===== src/rtl/uart_sched_pkg.sv =====
`default_nettype none
// ============================================================================
//  Module      : uart_sched_pkg
//  Description : Shared types and helpers for the UART transmit scheduler.
//                Holds the scheduler state encoding and the default frame
//                length derived from the serializer bit period.
//  Revision    : 1.0 - initial release
// ============================================================================
package uart_sched_pkg;

    // Scheduler states: arbitrate, accept one byte, pace one frame
    typedef enum logic [1:0] {
        ST_IDLE = 2'd0,
        ST_SEND = 2'd1,
        ST_WAIT = 2'd2
    } sched_state_t;

    // One 8N1 frame is 10 bit periods; two guard cycles keep the next start
    // bit clear of the previous stop bit.
    function automatic int default_frame_clks(input int clks_per_bit);
        return 10 * clks_per_bit + 2;
    endfunction

endpackage
`default_nettype wire


===== src/rtl/rr_arbiter.sv =====
`default_nettype none
// ============================================================================
//  Module      : rr_arbiter
//  Description : Combinational round-robin pick. Scans the request vector
//                starting at the pointer index, wrapping, and returns the
//                first asserted request as a one-hot grant.
//  Revision    : 1.0 - initial release
// ============================================================================
module rr_arbiter #(
    parameter int NUM_REQ = 4,
    parameter int PTR_W   = (NUM_REQ > 1) ? $clog2(NUM_REQ) : 1
) (
    input  logic [NUM_REQ-1:0] i_req,
    input  logic [PTR_W-1:0]   i_ptr,
    output logic [NUM_REQ-1:0] o_gnt,
    output logic               o_found
);

    int               w_idx;
    logic [PTR_W-1:0] w_sel;

    // Walk NUM_REQ positions from the pointer; first hit wins
    always_comb begin
        o_gnt   = '0;
        o_found = 1'b0;
        w_idx   = 0;
        w_sel   = '0;
        for (int k = 0; k < NUM_REQ; k++) begin
            w_idx = int'(i_ptr) + k;
            if (w_idx >= NUM_REQ) begin
                w_idx = w_idx - NUM_REQ;
            end
            w_sel = PTR_W'(w_idx);
            if (!o_found && i_req[w_sel]) begin
                o_gnt[w_sel] = 1'b1;
                o_found      = 1'b1;
            end
        end
    end

endmodule
`default_nettype wire


===== src/rtl/uart_tx_sched.sv =====
`default_nettype none
// ============================================================================
//  Module      : uart_tx_sched
//  Description : Shares one 8N1 UART serializer between NUM_REQ packet
//                sources. A grant is held for a whole packet; bytes are paced
//                by an internal frame timer because the serializer has no
//                busy output. Stalled grantees are revoked after HOLD_TIMEOUT.
//  Revision    : 1.0 - initial release
// ============================================================================
module uart_tx_sched
    import uart_sched_pkg::*;
#(
    parameter int NUM_REQ      = 4,
    parameter int CLKS_PER_BIT = 433,
    parameter int FRAME_CLKS   = default_frame_clks(CLKS_PER_BIT),
    parameter int HOLD_TIMEOUT = 65535
) (
    input  logic                 clk,
    input  logic                 rst,
    input  logic [NUM_REQ-1:0]   req_valid,
    input  logic [8*NUM_REQ-1:0] req_data,
    input  logic [NUM_REQ-1:0]   req_last,
    output logic [NUM_REQ-1:0]   req_ready,
    output logic                 tx_data_valid,
    output logic [7:0]           tx_data,
    output logic [NUM_REQ-1:0]   grant,
    output logic                 busy
);

    localparam int c_PTR_W   = (NUM_REQ > 1) ? $clog2(NUM_REQ) : 1;
    localparam int c_FRAME_W = $clog2(FRAME_CLKS + 1);
    localparam int c_HOLD_W  = (HOLD_TIMEOUT > 1) ? $clog2(HOLD_TIMEOUT) : 1;

    localparam logic [c_FRAME_W-1:0] c_FRAME_LAST = c_FRAME_W'(FRAME_CLKS - 1);
    localparam logic [c_HOLD_W-1:0]  c_HOLD_LIM   =
        c_HOLD_W'((HOLD_TIMEOUT > 0) ? HOLD_TIMEOUT - 1 : 0);
    localparam logic [c_PTR_W-1:0]   c_PTR_MAX    = c_PTR_W'(NUM_REQ - 1);

    generate
        if (FRAME_CLKS < 10 * CLKS_PER_BIT + 1) begin : g_bad_frame
            $error("FRAME_CLKS shorter than one serializer frame");
        end
        if (NUM_REQ < 2 || NUM_REQ > 8) begin : g_bad_num_req
            $error("NUM_REQ must be within 2..8");
        end
    endgenerate

    sched_state_t          r_state;
    logic [NUM_REQ-1:0]    r_grant;
    logic [c_PTR_W-1:0]    r_owner;
    logic [c_PTR_W-1:0]    r_rr_ptr;
    logic [c_FRAME_W-1:0]  r_frame_cnt;
    logic [c_HOLD_W-1:0]   r_hold_cnt;
    logic                  r_last;
    logic                  r_tx_data_valid;
    logic [7:0]            r_tx_data;

    logic [NUM_REQ-1:0]    w_arb_gnt;
    logic                  w_arb_found;
    logic [c_PTR_W-1:0]    w_arb_idx;
    logic [7:0]            w_sel_data;
    logic                  w_sel_last;
    logic                  w_hs;
    logic [c_PTR_W-1:0]    w_next_ptr;

    rr_arbiter #(
        .NUM_REQ (NUM_REQ),
        .PTR_W   (c_PTR_W)
    ) u_arb (
        .i_req   (req_valid),
        .i_ptr   (r_rr_ptr),
        .o_gnt   (w_arb_gnt),
        .o_found (w_arb_found)
    );

    // Encode the arbiter pick and mux the current owner's byte and last flag
    always_comb begin
        w_arb_idx  = '0;
        w_sel_data = 8'h00;
        w_sel_last = 1'b0;
        for (int i = 0; i < NUM_REQ; i++) begin
            if (w_arb_gnt[i]) begin
                w_arb_idx = c_PTR_W'(i);
            end
            if (r_grant[i]) begin
                w_sel_data = req_data[8*i +: 8];
                w_sel_last = req_last[i];
            end
        end
    end

    assign req_ready     = (r_state == ST_SEND) ? (req_valid & r_grant) : '0;
    assign w_hs          = |req_ready;
    assign w_next_ptr    = (r_owner == c_PTR_MAX) ? '0 : r_owner + 1'b1;
    assign grant         = r_grant;
    assign tx_data_valid = r_tx_data_valid;
    assign tx_data       = r_tx_data;
    assign busy          = (r_state != ST_IDLE);

    // Scheduler FSM: arbitrate in IDLE, take one byte in SEND, pace in WAIT
    always_ff @(posedge clk) begin
        if (rst) begin
            r_state         <= ST_WAIT;
            r_frame_cnt     <= c_FRAME_LAST;
            r_grant         <= '0;
            r_owner         <= '0;
            r_rr_ptr        <= '0;
            r_last          <= 1'b1;
            r_hold_cnt      <= '0;
            r_tx_data_valid <= 1'b0;
            r_tx_data       <= 8'h00;
        end else begin
            r_tx_data_valid <= 1'b0;
            case (r_state)
                ST_IDLE: begin
                    r_hold_cnt <= '0;
                    if (w_arb_found) begin
                        r_grant <= w_arb_gnt;
                        r_owner <= w_arb_idx;
                        r_state <= ST_SEND;
                    end
                end
                ST_SEND: begin
                    if (w_hs) begin
                        r_tx_data_valid <= 1'b1;
                        r_tx_data       <= w_sel_data;
                        r_last          <= w_sel_last;
                        r_frame_cnt     <= c_FRAME_LAST;
                        r_hold_cnt      <= '0;
                        r_state         <= ST_WAIT;
                    end else if (HOLD_TIMEOUT != 0 && r_hold_cnt == c_HOLD_LIM) begin
                        // Grantee stalled mid-packet too long: hand the wire on
                        r_grant    <= '0;
                        r_rr_ptr   <= w_next_ptr;
                        r_hold_cnt <= '0;
                        r_state    <= ST_IDLE;
                    end else begin
                        r_hold_cnt <= r_hold_cnt + 1'b1;
                    end
                end
                ST_WAIT: begin
                    if (r_frame_cnt == '0) begin
                        if (r_last) begin
                            // No owner exists after reset, so the pointer stays put
                            if (|r_grant) begin
                                r_rr_ptr <= w_next_ptr;
                            end
                            r_grant <= '0;
                            r_state <= ST_IDLE;
                        end else begin
                            r_state <= ST_SEND;
                        end
                    end else begin
                        r_frame_cnt <= r_frame_cnt - 1'b1;
                    end
                end
                default: begin
                    r_state     <= ST_WAIT;
                    r_frame_cnt <= c_FRAME_LAST;
                    r_grant     <= '0;
                    r_last      <= 1'b1;
                end
            endcase
        end
    end

endmodule
`default_nettype wire


===== config.mk =====
export PLATFORM = sky130hd
export DESIGN_NAME = uart_tx_sched
export DESIGN_NICKNAME = d
export VERILOG_FILES = /design/src/rtl/uart_sched_pkg.sv /design/src/rtl/rr_arbiter.sv /design/src/rtl/uart_tx_sched.sv
export SDC_FILE = /design/constraint.sdc
export NUM_CORES = 1
export LEC_CHECK = 0
export ABC_AREA = 0
export BUFFER_PORTS_ARGS = -buffer_cell sky130_fd_sc_hd__buf_4
export CORE_AREA = 2 2 65 113
export CTS_CLUSTER_SIZE = 28
export DETAILED_ROUTE_END_ITERATION = 16
export DIE_AREA = 0 0 67 115
export GPL_TIMING_DRIVEN = 0
export PLACE_DENSITY = 0.71
export SLEW_MARGIN = 15
export SYNTH_ARGS = -nofsm -noshare
export SYNTH_HDL_FRONTEND = slang
export SYNTH_SLANG_ARGS = --single-unit

===== constraint.sdc =====
create_clock -name clk -period 2.9 [get_ports clk]
set_input_delay 0.145 -clock clk [delete_from_list [all_inputs] [get_ports clk]]
set_output_delay 0.145 -clock clk [all_outputs]
set_load 0.005 [all_outputs]

==> results by group <==
Worst setup path
  • Critical Path AT: around 2.9 ns
  • CP cell instances: buf_6 -> inv_1 -> ha_2 -> mux2_2 -> mux2i_2 -> a2111oi_0 -> o2bb2ai_1 -> nand2b_1 -> a211oi_1
  • R2R setup slack: 0.17 ns
  • CP max FO: 8
  • Req. time, crit path: about 3.1 ns
  • Worst path max stage delay: 0.42 ns
  • Slowest cell on crit path: dfxtp_1
  • Worst setup SP type: flip-flop
  • CP Capture Type: flip-flop
  • CP delay by family, top: multiplexers
  • Worst Setup SP: r_rr_ptr[0]
  • Kind of critical path: flip-flop to flip-flop
  • CP bufs+invs: 2
  • FF-to-FF Start: r_rr_ptr[0]

Finish
  • Number of diodes: 0
  • Commonest cells after routing, fill and taps aside: 59 x buf_4, 51 x nor2_1, 48 x dfxtp_1
  • Layout cells sized above 1: around 22%
  • Most common cell after layout, fill and taps aside: buf_4
  • Final net count: between 400 and 500
  • Area grow syn2layout: 24.70%

Synth
  • Post-synth top flop: dfxtp_1
  • Netlist cell types: 60
  • Number of flops mapped to enable cells by yosys: 0
  • Gate count of the mapped netlist: between 300 and 400
  • Fraction of registers with async set/reset: 0%
  • Sequential area share after synthesis: ~33%
  • Yosys Warn Count: 0
  • Post-synth net total: just over 400
  • Avg Synthesized Cell Area: ~8.3 µm²
  • Syn Std Cell Area: approximately 0.0030 mm²
  • #FFs+latches synth: 49

Clock tree
  • Clk root buf: clkbuf_16
  • H-tree depth: 2
  • Clk buf depth: 2
  • Worst-Skew Late Latency: 0.29 ns
  • Clock sinks: 49
  • # Post-CTS Setup Buffers: 0
  • CTS clk-pin slew, worst paths: 0.06 ns
  • Clock buffer count from CTS: 5
  • Post-cts sizing count: 0
  • CTS tree: built
  • Hold-fix buffers, CTS: 0

Routing
  • Vias: around 2.8k
  • DRT Pass-1 Iters: 4
  • Initial DRC count: 111
  • WL final: between 7 and 8 mm
  • WL/cell: around 14 µm
  • DR DRC count: 0
  • Via density: around 5.5
  • Routed Antenna Nets: 0

Placed design
  • DP HPWL: 5.570 mm
  • RD Place Congestion: 0.8125
  • Place WS: around 0.043 ns
  • Port bufs: 58

STA
  • Max_slew headroom: a little under half
  • Final worst path period need: ~2.7 ns
  • Clk_skew: 0.003233 ns
  • Worst Slack Setup Final: 0.1705 ns
  • Final Max Slew Viols: 0
  • Fmax: 366.4 MHz
  • Worst hold slack: roughly 0.21 ns
  • Final TNS setup: 0 ns
  • Worst Tran Pin Value: 0.7942 ns
  • Hold Vio Cnt, Final: 0
  • Setup Viol. Count Final: 0
  • Tcrit/Tclk final: around 94%

GRT
  • Initial antenna violation count: 0
  • Total global-route track usage: about 21%
  • Largest net degree at the start of global routing: 15
  • First-pass GRT wire length: 12.68 mm
  • Vias in the first global route: roughly 2.8k
  • Grt total ovfl: 0

Flow run
  • Maxcap violations: 0

Die
  • IO Pins: 60
  • Die ar.: approximately 0.0077 mm²
  • Die Y: 115 µm
  • # rows: 40
  • Chip width: around 67 µm
  • Core Region: 0.006807 mm²
  • Initial Util: 43.53%

Min path
  • Min-delay worst type: primary input to flip-flop
  • Hold_sp: req_last[3]

Power
  • P per Cell Area: around 380 mW/mm²
  • Peak supply drop: roughly 0.00023 V
  • Total chip power: 1.394 mW
  • Pleak: about 1.5 nW

Run status
  • Status: finished clean
[logic make-up (layout without fill, tap and decap cells)]
| family | after synthesis | after routing | share of synthesized area (%) |
|---|---|---|---|
| mux | 9 | 9 | 3.167 |
| buf+inv | 28 | 94 | 5.532 |
| xor+xnor | 23 | 23 | 6.799 |
| flops | 49 | 49 | 33.11 |
| fa+ha+maj | 11 | 11 | 4.645 |
| simple gates | 162 | 162 | 28.08 |
| compound gates | 74 | 74 | 18.67 |
[final timing paths]
check	to	cells after the start
setup reg to reg	r_owner[0]	9
setup / recovery	r_owner[0]	9
hold / removal	r_last	4
hold reg to reg	tx_data[6]	2
[Yosys cell counts, types with 7 or more instances]
| cell | number | area (µm²) |
|---|---|---|
| and3_1 | 11 | 68.82 |
| a21oi_1 | 18 | 90.09 |
| inv_1 | 11 | 41.29 |
| nand2_1 | 31 | 116.4 |
| xnor2_1 | 8 | 70.07 |
| a211oi_1 | 9 | 67.56 |
| clkbuf_1 | 9 | 33.78 |
| a221oi_1 | 8 | 70.07 |
| nor3_1 | 17 | 85.08 |
| nand2b_1 | 7 | 43.79 |
| dfxtp_1 | 49 | 980.9 |
| nor2b_1 | 13 | 81.33 |
| xor2_1 | 15 | 131.4 |
| ha_1 | 11 | 137.6 |
| nor2_1 | 51 | 191.4 |
[metal layers]
metal	wire [µm]	GRT usage [%]	vias up
met5	0	0	-
met4	218	10.07	0
met3	172	2.153	17
met2	4029	37.69	61
met1	2840	22.83	1309
li1	-	-	1391
[per-stage QoR]
stage | utilization (%) | std cells | cell area, µm²
after floorplan | - | 356 | 2963
after global placement | 51.47 | 498 | 3503
after detailed placement | 51.47 | 498 | 3503
after CTS | 53.79 | 506 | 3661
after global routing | 54.28 | 506 | 3695
final | 54.28 | 506 | 3695
[state kept, by name, indices dropped and copies added, names as in the netlist]
register	cells
r_hold_cnt	16
r_frame_cnt	13
tx_data	8
grant	4
r_owner	2
r_rr_ptr	2
r_state	2
r_last	1
tx_data_valid	1
[report_power, final]
group | total (mW) | leakage, nW | internal, mW | switching [mW]
combinational | 0.104 | 0.987 | 0.0555 | 0.0485
clock | 0.609 | 0.0799 | 0.365 | 0.243
sequential | 0.682 | 0.396 | 0.678 | 0.00404
total | 1.39 | 1.46 | 1.10 | 0.296
[worst min-delay path, cell delays in order]
cell and delay (ns):
buf_4 0.08, nand2_1 0.04, o211ai_1 0.10, a21o_1 0.11
[final cells by class]
class | instances | area [µm²]
Tap cell | 84 | 105.1
Sequential cell | 49 | 982.2
Buffer | 17 | 122.6
Clock buffer | 7 | 152.6
Timing Repair Buffer | 58 | 435.4
Clock inverter | 1 | 5.005
Inverter | 11 | 41.29
Fill cell | 665 | 3112
Multi-Input combinational cell | 279 | 1851
Note: power is estimated with default switching activity, not from simulation.
